--- src/rtl/pc_pipeline_pkg.sv ---
// pc_pipeline_pkg: shared defaults, hold-counter width and per-stage action codes
package pc_pipeline_pkg;

    localparam int PC_WIDTH_DEF = 32;
    localparam int PC_DEPTH_DEF = 3;
    localparam int PC_INC_DEF   = 4;
    localparam int HOLD_CNT_W   = 4;

    localparam logic [1:0] ACT_LOAD  = 2'd0;
    localparam logic [1:0] ACT_CLEAR = 2'd1;
    localparam logic [1:0] ACT_HOLD  = 2'd2;

endpackage

--- src/rtl/pc_pipe_stage.sv ---
// pc_pipe_stage: one PC + valid register driven by a per-cycle action code
module pc_pipe_stage
    import pc_pipeline_pkg::*;
#(
    parameter int WIDTH = PC_WIDTH_DEF
) (
    input  logic             clk,
    input  logic             rst_n,
    input  logic [1:0]       act,
    input  logic [WIDTH-1:0] pc_d,
    input  logic             valid_d,
    output logic [WIDTH-1:0] pc_q,
    output logic             valid_q
);

    // load, clear or keep the stage contents; HOLD falls through and keeps state
    always_ff @(posedge clk or negedge rst_n) begin
        if (!rst_n) begin
            pc_q    <= '0;
            valid_q <= 1'b0;
        end else if (act == ACT_LOAD) begin
            pc_q    <= pc_d;
            valid_q <= valid_d;
        end else if (act == ACT_CLEAR) begin
            pc_q    <= '0;
            valid_q <= 1'b0;
        end
    end

endmodule

--- src/rtl/pc_pipeline_param.sv ---
// pc_pipeline_param: DEPTH-stage PC pipeline with stall, partial flush and post-flush hold
module pc_pipeline_param
    import pc_pipeline_pkg::*;
#(
    parameter int WIDTH        = PC_WIDTH_DEF,
    parameter int DEPTH        = PC_DEPTH_DEF,
    parameter int FLUSH_STAGES = 2,
    parameter int HOLD_CYCLES  = 1,
    parameter int TAIL_INC     = PC_INC_DEF
) (
    input  logic                   clk,
    input  logic                   rst_n,
    input  logic [WIDTH-1:0]       pc_i,
    input  logic                   pc_valid_i,
    input  logic                   stall_i,
    input  logic                   flush_i,
    output logic [DEPTH*WIDTH-1:0] stage_pc_o,
    output logic [DEPTH-1:0]       stage_valid_o,
    output logic [WIDTH-1:0]       tail_pc_o,
    output logic                   hold_o
);

    logic [HOLD_CNT_W-1:0] hold_cnt;
    logic                  hold_act;
    logic [1:0]            act     [DEPTH];
    logic [WIDTH-1:0]      pc_d    [DEPTH];
    logic                  valid_d [DEPTH];
    logic [WIDTH-1:0]      pc_q    [DEPTH];
    logic                  valid_q [DEPTH];

    assign hold_act = hold_cnt != '0;
    assign hold_o   = hold_act;

    // hold window counts down; a flush outside the window restarts it
    always_ff @(posedge clk or negedge rst_n) begin
        if (!rst_n)
            hold_cnt <= '0;
        else if (hold_act)
            hold_cnt <= hold_cnt - 1'b1;
        else if (flush_i)
            hold_cnt <= HOLD_CNT_W'(HOLD_CYCLES);
    end

    // priority decode per stage: hold, flush (young stages only), stall, advance
    always_comb begin
        for (int k = 0; k < DEPTH; k++)
            act[k] = hold_act ? ACT_HOLD :
                     flush_i  ? (k < FLUSH_STAGES ? ACT_CLEAR : ACT_LOAD) :
                     stall_i  ? ACT_HOLD : ACT_LOAD;
    end

    for (genvar i = 0; i < DEPTH; i++) begin : g_stage
        if (i == 0) begin : g_head
            assign pc_d[i]    = pc_i;
            assign valid_d[i] = pc_valid_i;
        end else if (i == DEPTH - 1) begin : g_tail
            assign pc_d[i]    = pc_q[i-1] + WIDTH'(TAIL_INC);
            assign valid_d[i] = valid_q[i-1];
        end else begin : g_mid
            assign pc_d[i]    = pc_q[i-1];
            assign valid_d[i] = valid_q[i-1];
        end

        pc_pipe_stage #(.WIDTH(WIDTH)) u_stage (
            .clk     (clk),
            .rst_n   (rst_n),
            .act     (act[i]),
            .pc_d    (pc_d[i]),
            .valid_d (valid_d[i]),
            .pc_q    (pc_q[i]),
            .valid_q (valid_q[i])
        );

        assign stage_pc_o[i*WIDTH +: WIDTH] = pc_q[i];
        assign stage_valid_o[i]             = valid_q[i];
    end

    assign tail_pc_o = pc_q[DEPTH-1];

endmodule

--- config.mk ---
export PLATFORM = sky130hd
export DESIGN_NAME = pc_pipeline_param
export DESIGN_NICKNAME = d
export VERILOG_FILES = /design/src/rtl/pc_pipeline_pkg.sv /design/src/rtl/pc_pipe_stage.sv /design/src/rtl/pc_pipeline_param.sv
export SDC_FILE = /design/constraint.sdc
export NUM_CORES = 1
export LEC_CHECK = 0
export BUFFER_PORTS_ARGS = -buffer_cell sky130_fd_sc_hd__buf_2
export CAP_MARGIN = 5
export CORE_MARGIN = 8
export CORE_UTILIZATION = 40
export DETAILED_ROUTE_END_ITERATION = 16
export MAX_ROUTING_LAYER = met4
export PLACE_DENSITY = 0.73
export SLEW_MARGIN = 25
export SYNTH_ARGS = -nofsm -noshare
export SYNTH_HDL_FRONTEND = slang
export SYNTH_SLANG_ARGS = --single-unit
--- constraint.sdc ---
create_clock -name clk -period 1.7 [get_ports clk]
set_input_delay 0.17 -clock clk [delete_from_list [all_inputs] [get_ports clk]]
set_output_delay 0.17 -clock clk [all_outputs]
set_load 0.01 [all_outputs]
==> reports/summary.txt, run 1 <==
worst vdd ir = 1230 uV
layout cells sized above 1 = 0.439
die height = 122 um
Simple-Gate Fraction of Synth Area = 0.105
adder-cell area share of the yosys netlist = 0.00280
Antenna Nets Post-Route = 0
largest family of logic cells by synthesized area = compound AO/OA/AOI/OAI gates
multiplexer share of the synthesized area = 0.0101
placed wire-length estimate = 8860 um
status = complete, no violations
Crit. End Element = flop
CTS Buf Count = 9
hold-critical path depth = 2
IO Pins = 169
CTS tree = yes
yosys warns = 0
clock root cell = clkbuf_8
syn avg cell area = 11.6 um2
Clock Skews = 0.00759 ns
LEAKAGE = 3.11 nW
post-synthesis register bit count = 103
crit path max fanout = 4
filler cell count = 950
worst setup margin = 0.0667 ns
drt wl/cell = 17.3 um
DP Worst Slack = -0.0325 ns
via count = 3442
Post-Synthesis Cells = 384
DR iter-0 viols = 253
met3 usage = 0.0222
Setup-failing EPs final = 0
Hold Vio Cnt, Final = 0
vias in the first global route = 3558
max-slew violations = 0
Cell Area, Synth = 0.00447 mm2
Power Dens Cells = 1360 mW/mm2
drt via density = 4.97
Final nets = 586
Max-Cap Viols = 0
Routed WL = 12000 um
Tmin final = 1.63 ns
clk_lat worst skew = 0.36 ns
Net Count, Synth = 422
Final period util = 0.961
Initial Util = 0.410
Most Crowded Layer GR = met2
library cells used by synthesis = 28
total power = 7.95 mW
Die X = 122 um
Post-route DRC = 0
n_diodes = 0
compound-cell area share of the yosys netlist = 0.169
Worst Path Arrival = 1.88 ns
Worst R2R Path Depth = 5
xor/xnor cell area share of the yosys netlist = 0.0549
worst hold path class = primary input to flop
Core Util, Final = 0.536
total core area = 0.0109 mm2
IO Port Bufs = 168
fmax = 612 MHz
CP Launch Type = flop
H-tree depth = 3
Clock Tree Buf Depth = 2
die area = 0.0148 mm2
critical path class = flop to flop
Cell Rows = 38
max_slew headroom = 0.647
Worst-path clk slew = 0.09 ns
Seq/Total Area, Yosys = 0.577
RSZ-0062 raised after global routing = false
largest net degree at the start of global routing = 104
TritonRoute pass-1 iters = 4
gr usage total = 0.167
GPL Wtd Cong = 0.919
# clock sinks = 103
met2 usage = 0.257
total gr overflow = 0
worst slew pin tran = 0.530 ns
antenna violations before repair = 0
first-pass GRT wire length = 19000 um
Layout area overhead = 30.5%
GRT met1 Usage = 0.217
Critical Path RT = 1.95 ns
[cell usage in the layout (no fill, tap or decap), types with 3 or more instances in the layout]
cell type	count
xor2_1	15
and3_1	6
dfrtp_1	95
dfrtp_2	8
buf_12	4
and2_1	3
inv_1	3
dlygate4sd3_1	10
clkinv_2	3
clkbuf_8	9
o21ai_1	6
a22o_1	66
nand3_1	8
buf_4	28
mux2_2	4
nor4_4	3
nand2_1	38
and4_1	3
nand4_1	9
buf_2	167
nor2_1	4
xnor2_1	12
o21ai_0	25
[worst paths after layout]
| path | startpoint | end | slack [ns] |
|---|---|---|---|
| setup / recovery | g_stage[1].u_stage.pc_q[7] | g_stage[2].u_stage.pc_q[27] | 0.07 |
| hold / removal | pc_i[6] | g_stage[0].u_stage.pc_q[6] | 0.03 |
| setup reg to reg | g_stage[1].u_stage.pc_q[7] | g_stage[2].u_stage.pc_q[27] | 0.07 |
| hold reg to reg | g_stage[2].u_stage.pc_q[21] | g_stage[2].u_stage.pc_q[21] | 0.51 |
| max in group asynchronous | rst_n | g_stage[1].u_stage.pc_q[15] | 0.87 |
| min in group asynchronous | rst_n | g_stage[0].u_stage.pc_q[5] | 0.43 |
[registers in the layout, summed over array words and instances, names as in the netlist]
signal	flops
g_stage.u_stage.pc_q	96
hold_cnt	4
g_stage.u_stage.valid_q	3
[synth_stat cells, drive strengths merged]
cell type	number	area (um2)
o31a	1	8.76
a22o	66	578
nor4	5	56.3
xor2	16	140
buf	40	288
a21o	1	7.51
or4	1	11.3
xnor2	12	105
and4	3	26.3
a31oi	1	6.26
nor2	5	18.8
and3	6	37.5
nand3	11	65.1
mux2	4	45.0
dfrtp	103	2580
nand2	40	150
clkbuf	17	63.8
nand3b	1	7.51
nor3	4	20.0
nand4	9	56.3
and2	3	18.8
inv	3	11.3
o21ai	31	155
ha	1	12.5
[critical path, cell delays in order (launching register included)]
cell     delay (ns)
dfrtp_1        0.40
nand3_4        0.08
or4_4          0.59
nor3_1         0.24
xnor2_1        0.14
o21ai_1        0.07
[routing by layer]
metal  vias to the layer above  wire length [um]
met1                      1648              5400
li1                       1679                 -
met5                         -                 0
met3                        11               520
met2                       104              5860
met4                         0               205
[cells by family (layout without fill, tap and decap cells)]
group / Yosys count / after routing
AOI/OAI and AO/OA: 100 / 100
and+or+nand+nor: 88 / 88
buffers and inverters: 60 / 229
muxes: 4 / 4
xor gates and xnor gates: 28 / 28
adders and majority gates: 1 / 1
DFF: 103 / 103
[where the power goes]
group / internal (mW) / switching, mW / total [mW] / leakage (nW)
logic: 1.20 / 1.55 / 2.75 / 1.61
registers: 3.03 / 0.545 / 3.57 / 1.39
clock network: 0.828 / 0.800 / 1.63 / 0.110
[repair_timing]
| item | CTS | global route |
|---|---|---|
| endpoints found under the setup margin | 1 | 14 |
| resized for setup | 1 | 9 |
| setup buffers | 0 | 3 |
| hold endpoints to repair | 112 | 0 |
| pin swaps | 1 | 5 |
| hold buffers | 10 | 0 |
[final cells by class]
cell class / instances / area, um2 / area share
flip-flops and latches: 103 / 2590 / 0.444
inverters: 3 / 11.3 / 0.00193
multi-input cells: 221 / 1610 / 0.276
well taps: 140 / 175 / 0.0300
repair buffers: 210 / 1240 / 0.212
clock inverters: 6 / 83.8 / 0.0144
clock buffers: 10 / 128 / 0.0219
[metrics by stage]
| step | hold WS [ns] | TNS (ns) | cells | cell area, um2 |
|---|---|---|---|---|
| 3_5_place_dp | 0.281 | -0.0325 | 664 | 5460 |
| 4_1_cts | 0.000663 | 0 | 690 | 5780 |
| 2_1_floorplan | -0.126 | -0.0106 | 384 | 4510 |
| 6_report | 0.0276 | 0 | 693 | 5830 |
| 3_3_place_gp | 0.272 | 0 | 664 | 5460 |
| 5_1_grt | 0.00317 | 0 | 693 | 5830 |
No activity file was read; power rests on OpenSTA's default activity.
==> run 2: changes to the inputs <==
--- a/constraint.sdc
+++ b/constraint.sdc
@@ -3,2 +3,2 @@
 set_output_delay 0.17 -clock clk [all_outputs]
-set_load 0.01 [all_outputs]
+set_load 0.1 [all_outputs]
==> run 2 against run 1 <==
Die area unchanged. Core utilization increased by 0.62 points. Worst setup slack got worse by 0.044 ns. Hold slack about the same. Clock skew increased by 0.0046 ns. Sequential cell count unchanged. Sequential share of layout area increased by 0.64 points. Non-clock buffer count decreased by 7. Final cell count decreased by 1.0%. Maximum frequency decreased by 2.6%. Global-route usage decreased by 0.068 points. Critical path type unchanged. Largest cell class unchanged.
==> reports/summary.txt, run 2 (same netlist as run 1, synthesis figures left out) <==
Crit. End Element = flop
IO Port Bufs = 168 (unchanged)
die height = 122 um (unchanged)
CP Launch Type = flop
drt wl/cell = 17.2 um (-0.32%)
slowest stage delay, CP = 0.61 ns (+0.02 ns)
fmax = 596 MHz (-2.6%)
biggest regs = g_stage.u_stage.pc_q (96), hold_cnt (4), g_stage.u_stage.valid_q (3)
placed wire-length estimate = 8700 um (-1.7%)
critical-path cell list = nand2_2, or4_4, nor3_2, xnor2_1, o21ai_1
clk_lat worst skew = 0.36 ns (about the same)
Setup-failing EPs final = 0 (unchanged)
Fin Hold WS = 0.0276 ns (-0.0000215 ns)
critical path class = flop to flop
Worst R2R Path Depth = 5 (unchanged)
Crit-path slowest cell = or4_4
total area of multi-input combinational cells = 0.00165 mm2 (+2.7%)
Clock Skews = 0.0122 ns (+0.00458 ns)
H-tree depth = 3 (unchanged)
Largest Register = g_stage.u_stage.pc_q
Bufs and invs on worst path = 0 (unchanged)
max_slew headroom = 0.657 (+0.00968)
antenna violations before repair = 0 (unchanged)
dpl cells = 652 (-1.8%)
CTS tree = yes
worst hold path class = primary input to flop
total core area = 0.0109 mm2 (unchanged)
Final period util = 0.987 (+0.0259)
largest net degree at the start of global routing = 67 (-36%)
drt via density = 5.07 (+2.0%)
hold-critical path depth = 2 (unchanged)
Hold Vio Cnt, Final = 0 (unchanged)
Post-Layout Cell Count = 686 (-1.0%)
die area = 0.0148 mm2 (unchanged)
Tmin final = 1.68 ns (+0.0441 ns)
Clock Tree Buf Depth = 2 (unchanged)
vias in the first global route = 3567 (+0.25%)
Worst-path clk slew = 0.09 ns (about the same)
Layout area overhead = 32.0%
max-slew violations = 0 (unchanged)
total gr overflow = 0 (unchanged)
most frequent cells in the layout = 167 x buf_2, 75 x dfrtp_1, 66 x a22o_1
Die X = 122 um (unchanged)
n_diodes = 0 (unchanged)
GPL Wtd Cong = 0.798 (-13%)
filler cell count = 916 (-3.6%)
Initial Util = 0.410 (unchanged)
Top Family by Delay on Critical Path = simple AND/OR/NAND/NOR gates
Antenna Nets Post-Route = 0 (unchanged)
clock root cell = clkbuf_8
first-pass GRT wire length = 19100 um (+0.29%)
Max-Cap Viols = 0 (unchanged)
RSZ-0062 raised after global routing = true
Critical Path RT = 1.94 ns (about the same)
CTS Buf Count = 9 (unchanged)
IO Pins = 169 (unchanged)
worst slew pin tran = 0.519 ns (-0.0109 ns)
gr usage total = 0.166 (-0.000679)
Post-route DRC = 0 (unchanged)
Worst Path Arrival = 1.92 ns (+0.04 ns)
# clock sinks = 103 (unchanged)
Cell Rows = 38 (unchanged)
Routed WL = 11800 um (-1.3%)
stages on the worst setup path = 5 (unchanged)
Largest register FFs = 96 (unchanged)
status = complete, no violations
Fin Setup TNS = 0 ns (unchanged)
crit path max fanout = 5 (+1)
layout cells sized above 1 = 0.462 (+0.0221)
TritonRoute pass-1 iters = 5 (+1)
DR iter-0 viols = 242 (-4.3%)
commonest non-fill, non-tap cell in the layout = buf_2
Storage cell area = 0.00266 mm2 (+2.6%)
Final nets = 579 (-1.2%)
via count = 3477 (+1.0%)
[run 2: cell count changes in the layout (fill, tap and decap cells not counted), sizes merged]
cell and delta:
clkinvlp +1, dlygate4sd3 +4, buf -11, clkbuf +2, clkinv -1, bufinv -2
[run 2: area by class of cell]
class,count,share of cell area
tap,140,0.0297
multi-input combinational,221,0.280
sequential,103,0.450
timing repair buffer,203,0.207
clock inverter,4,0.00509
inverter,3,0.00191
clock buffer,12,0.0263
[run 2: final timing paths]
kind | startpoint | to | slack [ns]
hold / removal | pc_i[14] | g_stage[0].u_stage.pc_q[14] | 0.03
hold reg to reg | g_stage[2].u_stage.pc_q[21] | g_stage[2].u_stage.pc_q[21] | 0.51
max in group asynchronous | rst_n | g_stage[1].u_stage.pc_q[22] | 1.04
setup / recovery | g_stage[1].u_stage.pc_q[11] | g_stage[2].u_stage.pc_q[27] | 0.02
setup reg to reg | g_stage[1].u_stage.pc_q[11] | g_stage[2].u_stage.pc_q[27] | 0.02
min in group asynchronous | rst_n | g_stage[0].u_stage.pc_q[6] | 0.35
[run 2: timing repair]
action                                 4_1_cts  5_1_grt
buffers inserted                             0        4
hold buffers                                14        0
endpoints found under the hold margin      116        0
setup endpoints to repair                    0       15
gates resized for setup                      0        5
[run 2: through the flow]
step	worst slack, ns	cell area (um2)	util
6_report	0.0226	5900	0.542
5_1_grt	-0.0355	5900	0.542
4_1_cts	0.0125	5850	0.537
3_5_place_dp	0.0504	5520	0.507
3_3_place_gp	0.0833	5520	0.507
2_1_floorplan	-0.183	4660	-
[run 2: metal layers]
metal  track usage  part of all wire  vias up
li1              -                 -     1656
met2         0.251              0.48      106
met3        0.0241             0.043       19
met5             -                 0        -
met1         0.218              0.45     1696
met4        0.0756             0.025        0
[run 2: worst register-to-register path, stage by stage, from the launching register on]
cell and delay [ns]:
dfrtp_4 0.46, nand2_2 0.07, or4_4 0.61, nor3_2 0.20, xnor2_1 0.14, o21ai_1 0.09
Power of run 2 is not shown: default switching activity piles up to over one toggle a cycle in this logic, so the estimate is an artifact.
